--- config.mk ---
export PLATFORM = sky130hd
export DESIGN_NAME = divider_flat
export DESIGN_NICKNAME = d
export VERILOG_FILES = /design/src/rtl/divider_if.sv /design/src/rtl/divider.sv /design/src/flat_wrapper.sv
export SDC_FILE = /design/constraint.sdc
export NUM_CORES = 1
export LEC_CHECK = 0
export ABC_AREA = 0
export CORE_MARGIN = 5
export CORE_UTILIZATION = 38
export CTS_BUF_LIST = sky130_fd_sc_hd__clkbuf_4
export DETAILED_ROUTE_END_ITERATION = 12
export SYNTH_ARGS = -nofsm -noshare
export SYNTH_HDL_FRONTEND = slang
export SYNTH_SLANG_ARGS = --single-unit
export TNS_END_PERCENT = 10
--- constraint.sdc ---
create_clock -name clk -period 6.5 [get_ports clk]
set_input_delay 1.3 -clock clk [delete_from_list [all_inputs] [get_ports clk]]
set_output_delay 1.3 -clock clk [all_outputs]
set_load 0.02 [all_outputs]
--- src/rtl/divider_if.sv ---
// divider_if: operand, function-code and result signals between ALU control and the divider.
interface divider_if;
   logic [31:0] dataA;
   logic [31:0] dataB;
   logic [5:0]  Signal;
   logic        start;
   logic [63:0] dataOut;
   logic        busy;
   logic        done;
   logic        divByZero;
   modport master (output dataA, dataB, Signal, start, input dataOut, busy, done, divByZero);
   modport slave  (input dataA, dataB, Signal, start, output dataOut, busy, done, divByZero);
endinterface

--- src/rtl/divider.sv ---
// divider: 32-bit unsigned restoring divider, one quotient bit per clock, result {rem, quo}.
module divider (
   input  logic      clk,
   input  logic      reset,
   divider_if.slave  bus
);
   localparam logic [1:0] IDLE = 2'd0;
   localparam logic [1:0] RUN  = 2'd1;
   localparam logic [1:0] DONE = 2'd2;
   localparam logic [5:0] DIVU = 6'b011011;
   logic [1:0]  state;
   logic [31:0] quo, rem, div;
   logic [4:0]  count;
   logic [63:0] res;
   logic        dbz;
   logic [32:0] t, diff;
   logic        ge, accept;
   logic [31:0] rem_n, quo_n;
   // 33-bit compare/subtract so the shifted partial remainder never overflows
   always_comb begin
      t      = {rem, quo[31]};
      diff   = t - {1'b0, div};
      ge     = t >= {1'b0, div};
      rem_n  = ge ? diff[31:0] : t[31:0];
      quo_n  = {quo[30:0], ge};
      accept = bus.start && bus.Signal == DIVU && state != RUN;
   end
   always_ff @(posedge clk or posedge reset) begin
      if (reset) begin
         state <= IDLE;
         quo   <= '0;
         rem   <= '0;
         div   <= '0;
         count <= '0;
         res   <= '0;
         dbz   <= 1'b0;
      end else if (accept) begin
         state <= RUN;
         quo   <= bus.dataA;
         rem   <= '0;
         div   <= bus.dataB;
         count <= '0;
         dbz   <= bus.dataB == '0;
      end else if (state == RUN) begin
         quo   <= quo_n;
         rem   <= rem_n;
         count <= count + 5'd1;
         if (count == 5'd31) begin
            state <= DONE;
            res   <= {rem_n, quo_n};
         end
      end else if (state == DONE) begin
         state <= IDLE;
      end
   end
   // the published result only changes at completion, so it holds through RUN
   assign bus.dataOut   = res;
   assign bus.busy      = state == RUN;
   assign bus.done      = state == DONE;
   assign bus.divByZero = dbz;
endmodule
--- src/flat_wrapper.sv ---
// flat-port wrapper written by rule: the top's interface ports become plain ports
module divider_flat 
  (clk, reset, bus_dataA, bus_dataB, bus_Signal, bus_start, bus_dataOut, bus_busy, bus_done, bus_divByZero);
  divider_if bus_i ();
  input  logic clk;
  input  logic reset;
  input wire logic [$bits(bus_i.dataA)-1:0] bus_dataA;
  input wire logic [$bits(bus_i.dataB)-1:0] bus_dataB;
  input wire logic [$bits(bus_i.Signal)-1:0] bus_Signal;
  input wire logic [$bits(bus_i.start)-1:0] bus_start;
  output wire logic [$bits(bus_i.dataOut)-1:0] bus_dataOut;
  output wire logic [$bits(bus_i.busy)-1:0] bus_busy;
  output wire logic [$bits(bus_i.done)-1:0] bus_done;
  output wire logic [$bits(bus_i.divByZero)-1:0] bus_divByZero;
  assign bus_i.dataA = bus_dataA;
  assign bus_i.dataB = bus_dataB;
  assign bus_i.Signal = bus_Signal;
  assign bus_i.start = bus_start;
  assign bus_dataOut = bus_i.dataOut;
  assign bus_busy = bus_i.busy;
  assign bus_done = bus_i.done;
  assign bus_divByZero = bus_i.divByZero;
  divider u_core (.clk(clk), .reset(reset), .bus(bus_i));
endmodule
* Yosys cells after proc, flatten, opt, wreduce, memory -nomap -nowiden
Index checks and enable logic that the tools add are counted.
W data, S select, Z words.
** Operators by class
- Muxes and demuxes :: 11
- Bitwise gates (word level) :: 1
- Order comparisons :: 1
- Equal/unequal tests :: 6
- Add/sub/neg operators :: 2
- Reduce and logical (&&, ||, !) cells :: 7
** Operators by type and width (count)
- $mux W32 :: 5
- $ge A33 B32 Y1 :: 1
- $logic_not A32 Y1 :: 1
- $sub A32 B32 Y32 :: 1
- $mux W5 :: 2
- $mux W2 :: 4
- $eq A6 B5 Y1 const B :: 1
- $add A5 B1 Y5 const B :: 1
- $eq A5 B5 Y1 const B :: 1
- $ne A3 B1 Y1 const B :: 1
- $reduce_and A3 Y1 :: 1
- $reduce_bool A3 Y1 :: 1
- $eq A2 B1 Y1 const B :: 1
- $eq A2 B2 Y1 const B :: 1
- $logic_and A1 B1 Y1 :: 2
- $ne A2 B1 Y1 const B :: 1
- $reduce_and A2 Y1 :: 1
- $reduce_bool A2 Y1 :: 1
- $not A1 Y1 :: 1
** Storage, ports and cells
- Word-level logic and storage cells :: 35
- Output and inout port bits :: 67
- Bits of input ports :: 73
- Register bits :: 168

* Logic depth before layout (Yosys ltp)
- Word-level depth :: 5
- Mapped depth :: 15
- Mapped depth without buffers :: 12

* Worst setup path after synthesis
No wires, ideal clock.
- Path kind :: reg2reg
- From :: register u_core.rem[20]
- To :: register u_core.res[37], in the netlist u_core.bus.dataOut[37]
- Arrival :: 2.822 ns
- Slack :: 3.553 ns
- Buffers on the path :: 3
- Stages on the path, launching flop included :: 14
- Data required time :: 6.375 ns
- Setup time :: 0.125 ns
- Path through :: dfrtp_1 > ha_1 > buf_6 > and3_4 > nor2b_4 > nand4_2 > nor2_1 > a311o_1 > or2_0 > o32a_1 > buf_6 > buf_6 > mux2_4 > mux2_4
** Between the ends
- Longest elaborated chain between the ends :: 2
** Ends and longest elaborated chain
- start, declared :: line divider.sv:12 : logic [31:0] quo, rem, div;
- start signal, assigned :: line divider.sv:46 : rem <= rem_n;
- $ge A33 B32 Y1 :: line divider.sv:23 : ge = t >= {1'b0, div};
- $mux W32 :: line divider.sv:24 : rem_n = ge ? diff[31:0] : t[31:0];
- end signal, assigned :: line divider.sv:50 : res <= {rem_n, quo_n};
- end, declared :: line divider.sv:14 : logic [63:0] res;
Every way passes these cells.
A chain may end at the register's enable or synchronous reset.

* Worst setup path after layout
- From :: register u_core.rem[15]
- To :: register u_core.res[52], in the netlist u_core.bus.dataOut[52]
** Between the ends
- Longest elaborated chain between the ends :: 2
- Elaborated cells on any way between the ends :: 3
- Classes of those cells :: 1 x add/sub; 1 x order compare; 1 x mux
** Ends and longest elaborated chain (line)
- $sub A32 B32 Y32 or $ge A33 B32 Y1 (tied branches) :: divider.sv:22, divider.sv:23
- $mux W32 (*) :: divider.sv:24
Mark *: on every way between the ends. The rest lies on a longest branch, timed or not.

==> summary.txt <==
Outcome
  – Outcome: completed

Power
  – VDD IR-drop max: 0.000187 V
  – Combinational Power Share: 0.509
  – Int Pwr: 2.71 mW
  – Net Sw Power: 2.15 mW
  – Seq pwr share: 0.355
  – Clock share of power: 0.136
  – Power Density: 439 nW/um^2
  – Sw frac: 0.443
  – PnR Total Power: 4.86 mW
  – Pleak: 4.89 nW

Detailed routing
  – First-pass iteration count of the detailed router: 4
  – Violation count after the first detailed-route iteration: 503
  – Final wirelength: 24800 microns
  – Via count: 7533
  – Routed len/inst: 17.3 microns
  – Via/cell ratio: 5.25
  – DR DRC count: 0
  – DRT antenna net count: 0

Cells and area
  – Fillers: 2301
  – Share of cells above drive strength 1: 0.0771
  – Design area: 11100 sq um
  – Commonest non-fill, non-tap cell in the layout: nand2_1
  – Finished Layout Cells: 1436
  – Most frequent cells in the layout: nand2_1 (233), dfrtp_1 (168), clkdlybuf4s50_1 (139), o21ai_0 (96), inv_1 (43)
  – Fin nets: 1213
  – P&R area growth vs syn: 22.0%

Timing
  – Tmin final: 3.79 ns
  – Setup Viol. Count Final: 0
  – Hold Vio Cnt, Final: 0
  – RSZ-0062 raised after global routing: false
  – F_max: 264 MHz
  – Max Slew Vio Count: 0
  – Skew final: 0.0282 ns
  – Final setup TNS: 0 ns
  – Worst-Margin Slew: 1.11 ns
  – Final Cycle Share: 0.582
  – Slew HR: 0.257

Clocking
  – CTS tree: yes
  – Setup Buffers After CTS: 0
  – Clk sinks: 168
  – CTS H-Tree Depth: 4
  – CTS Hold Buffers Added: 0
  – Max clock buf depth: 2
  – Clock-pin slew on the worst setup and hold paths: 0.17 ns
  – Clock buffer count from CTS: 17
  – Clk_lat worst skew: 0.59 ns
  – PostCTS Resize Cnt: 0
  – CTS root buffer: clkbuf_4

Worst setup path
  – CP Class: flop to flop
  – Worst endpoint required time: 6.96 ns
  – WP data arrival: 4.25 ns
  – Critical path endpoint category: flop
  – Crit start category: flop
  – CP max FO: 41

Global route
  – Congestion Overflow GR: 0
  – Largest net degree at the start of global routing: 82
  – First-pass GRT wire length: 40000 microns
  – Total Routing Usage GR: 0.185
  – Initial antenna violation count: 1
  – Number of global-route vias before repair: 7481

Floorplan
  – Chip Height: 165 microns
  – Num rows: 56
  – Core Area: 23500 sq um
  – Starting density of the core: 0.387
  – Die W: 165 microns
  – IO Count: 140
  – Die area: 27100 sq um

Logic synthesis
  – Cells after Synth: 990
  – Post-synthesis sequential area ratio: 0.463
  – Synthesis-stage register bit count: 168
  – Syn nets: 1100
  – Synthesized area: 9070 sq um
  – EDFF count, synth: 0
  – YS warnings: 0
  – Post-synthesis cell type count: 68
  – Mean Syn Cell Area: 9.17 sq um
  – FFs w/ async S/R, synth: 1.00
  – Most used DFF post-synth: dfrtp_1

Worst hold path
  – Hold Path Class: flop to flop

Job
  – Max Cap Viol: 0

Placed design
  – Dpl cells: 1403
  – HPWL after DPL: 17800 microns
  – GPL Wtd Cong: 0.908
  – Buffers added on ports: 139
  – Area after DPL: 10700 sq um
-- through the flow --
stage	hold slack, ns	util	setup slack (ns)
2_1_floorplan	0.460	-	0.653
4_1_cts	0.504	0.472	2.73
3_3_place_gp	0.457	0.458	2.63
6_report	0.499	0.472	2.71
3_5_place_dp	0.462	0.458	2.62
5_1_grt	0.520	0.472	2.53
-- synthesized netlist by cell type, types with 3 or more instances --
cell type | count | area share
buf_2 | 3 | 0.0017
mux2_2 | 9 | 0.011
o21ai_0 | 96 | 0.053
buf_6 | 3 | 0.0037
a211oi_1 | 4 | 0.0033
buf_1 | 4 | 0.0017
ha_1 | 36 | 0.050
o21ai_1 | 5 | 0.0028
mux2_4 | 14 | 0.023
clkbuf_1 | 45 | 0.019
dfrtp_1 | 168 | 0.46
xnor2_1 | 16 | 0.015
and2_1 | 3 | 0.0021
mux2i_1 | 42 | 0.046
a31oi_1 | 10 | 0.0069
nor2b_1 | 4 | 0.0028
nand3_1 | 25 | 0.014
nand2b_1 | 7 | 0.0048
or3_1 | 5 | 0.0034
a21oi_1 | 32 | 0.018
a22o_1 | 11 | 0.011
xor2_1 | 11 | 0.011
a31o_2 | 3 | 0.0029
nand4_1 | 9 | 0.0062
nand2_1 | 234 | 0.097
o22ai_1 | 13 | 0.0090
a21o_1 | 13 | 0.011
and3_1 | 7 | 0.0048
nor2_1 | 32 | 0.013
nand4b_1 | 3 | 0.0029
inv_1 | 44 | 0.018
nor4_1 | 9 | 0.0062
o211ai_1 | 10 | 0.0083
nor3_1 | 11 | 0.0061
o21bai_1 | 5 | 0.0041
-- path summary, 6_finish.rpt --
| check | from | end | slack [ns] | cells past startpoint |
|---|---|---|---|---|
| max | u_core.rem[15]$_DFFE_PP0P_ | u_core.bus.dataOut[52]$_DFFE_PP0P_ | 2.71 | 9 |
| max reg2reg | u_core.rem[15]$_DFFE_PP0P_ | u_core.bus.dataOut[52]$_DFFE_PP0P_ | 2.71 | 9 |
| min in group asynchronous | reset | u_core.bus.dataOut[38]$_DFFE_PP0P_ | 1.20 | 2 |
| max in group asynchronous | reset | u_core.bus.dataOut[55]$_DFFE_PP0P_ | 4.11 | 3 |
| min | u_core.bus.dataOut[36]$_DFFE_PP0P_ | u_core.bus.dataOut[36]$_DFFE_PP0P_ | 0.50 | 2 |
| min reg2reg | u_core.bus.dataOut[36]$_DFFE_PP0P_ | u_core.bus.dataOut[36]$_DFFE_PP0P_ | 0.50 | 2 |
-- area by class of cell --
class	instances	area, sq um	share of cell area
clock inverters	15	196	0.0177
repair buffers	151	1480	0.134
multi-input cells	720	4490	0.405
diodes	1	2.50	0.000226
inverters	45	174	0.0157
clock buffers	17	128	0.0115
well taps	319	399	0.0360
flip-flops and latches	168	4200	0.380
-- critical path, stage by stage (launching register included) --
cell and delay [ns]:
dfrtp_1 0.47, ha_1 0.45, nand2_1 0.12, o21ai_1 0.23, nor3_2 0.10, a221o_1 0.39, nor3_1 0.26, o32a_2 0.96
mux2_2 0.43, mux2_2 0.26
-- cells by family (layout without fill, tap and decap cells) --
| logic type | Yosys count | after routing | share of synthesized area |
|---|---|---|---|
| buf+inv | 102 | 228 | 0.0459 |
| simple gates | 362 | 362 | 0.175 |
| mux | 66 | 66 | 0.0819 |
| fa+ha+maj | 37 | 37 | 0.0518 |
| compound gates | 228 | 228 | 0.156 |
| flops | 168 | 168 | 0.463 |
| other cells | 0 | 1 | 0 |
| xor+xnor | 27 | 27 | 0.0261 |
-- routing by layer --
metal	vias up	wire [microns]	global-route usage
met1	3671	11700	0.252
met4	0	361	0.0442
met2	158	11700	0.302
li1	3677	-	-
met5	-	0	0
met3	27	1050	0.0397
-- registers in the layout (all words and copies together) (netlist names) --
| register | count |
|---|---|
| u_core.quo | 32 |
| u_core.state | 2 |
| u_core.div | 32 |
| u_core.count | 5 |
| u_core.rem | 32 |
| u_core.bus.dataOut | 64 |
| u_core.bus.divByZero | 1 |
-- power by group through the flow --
stage | logic [mW] | clock network (mW) | registers [mW]
after floorplan | 1.55 | 0 | 1.86
after global placement | 2.44 | 0 | 1.74
after detailed placement | 2.48 | 0 | 1.75
after CTS | 2.49 | 0.684 | 1.73
after global routing | 2.72 | 0.722 | 1.78
final | 2.47 | 0.661 | 1.73
(Power assumes the default switching activity.)
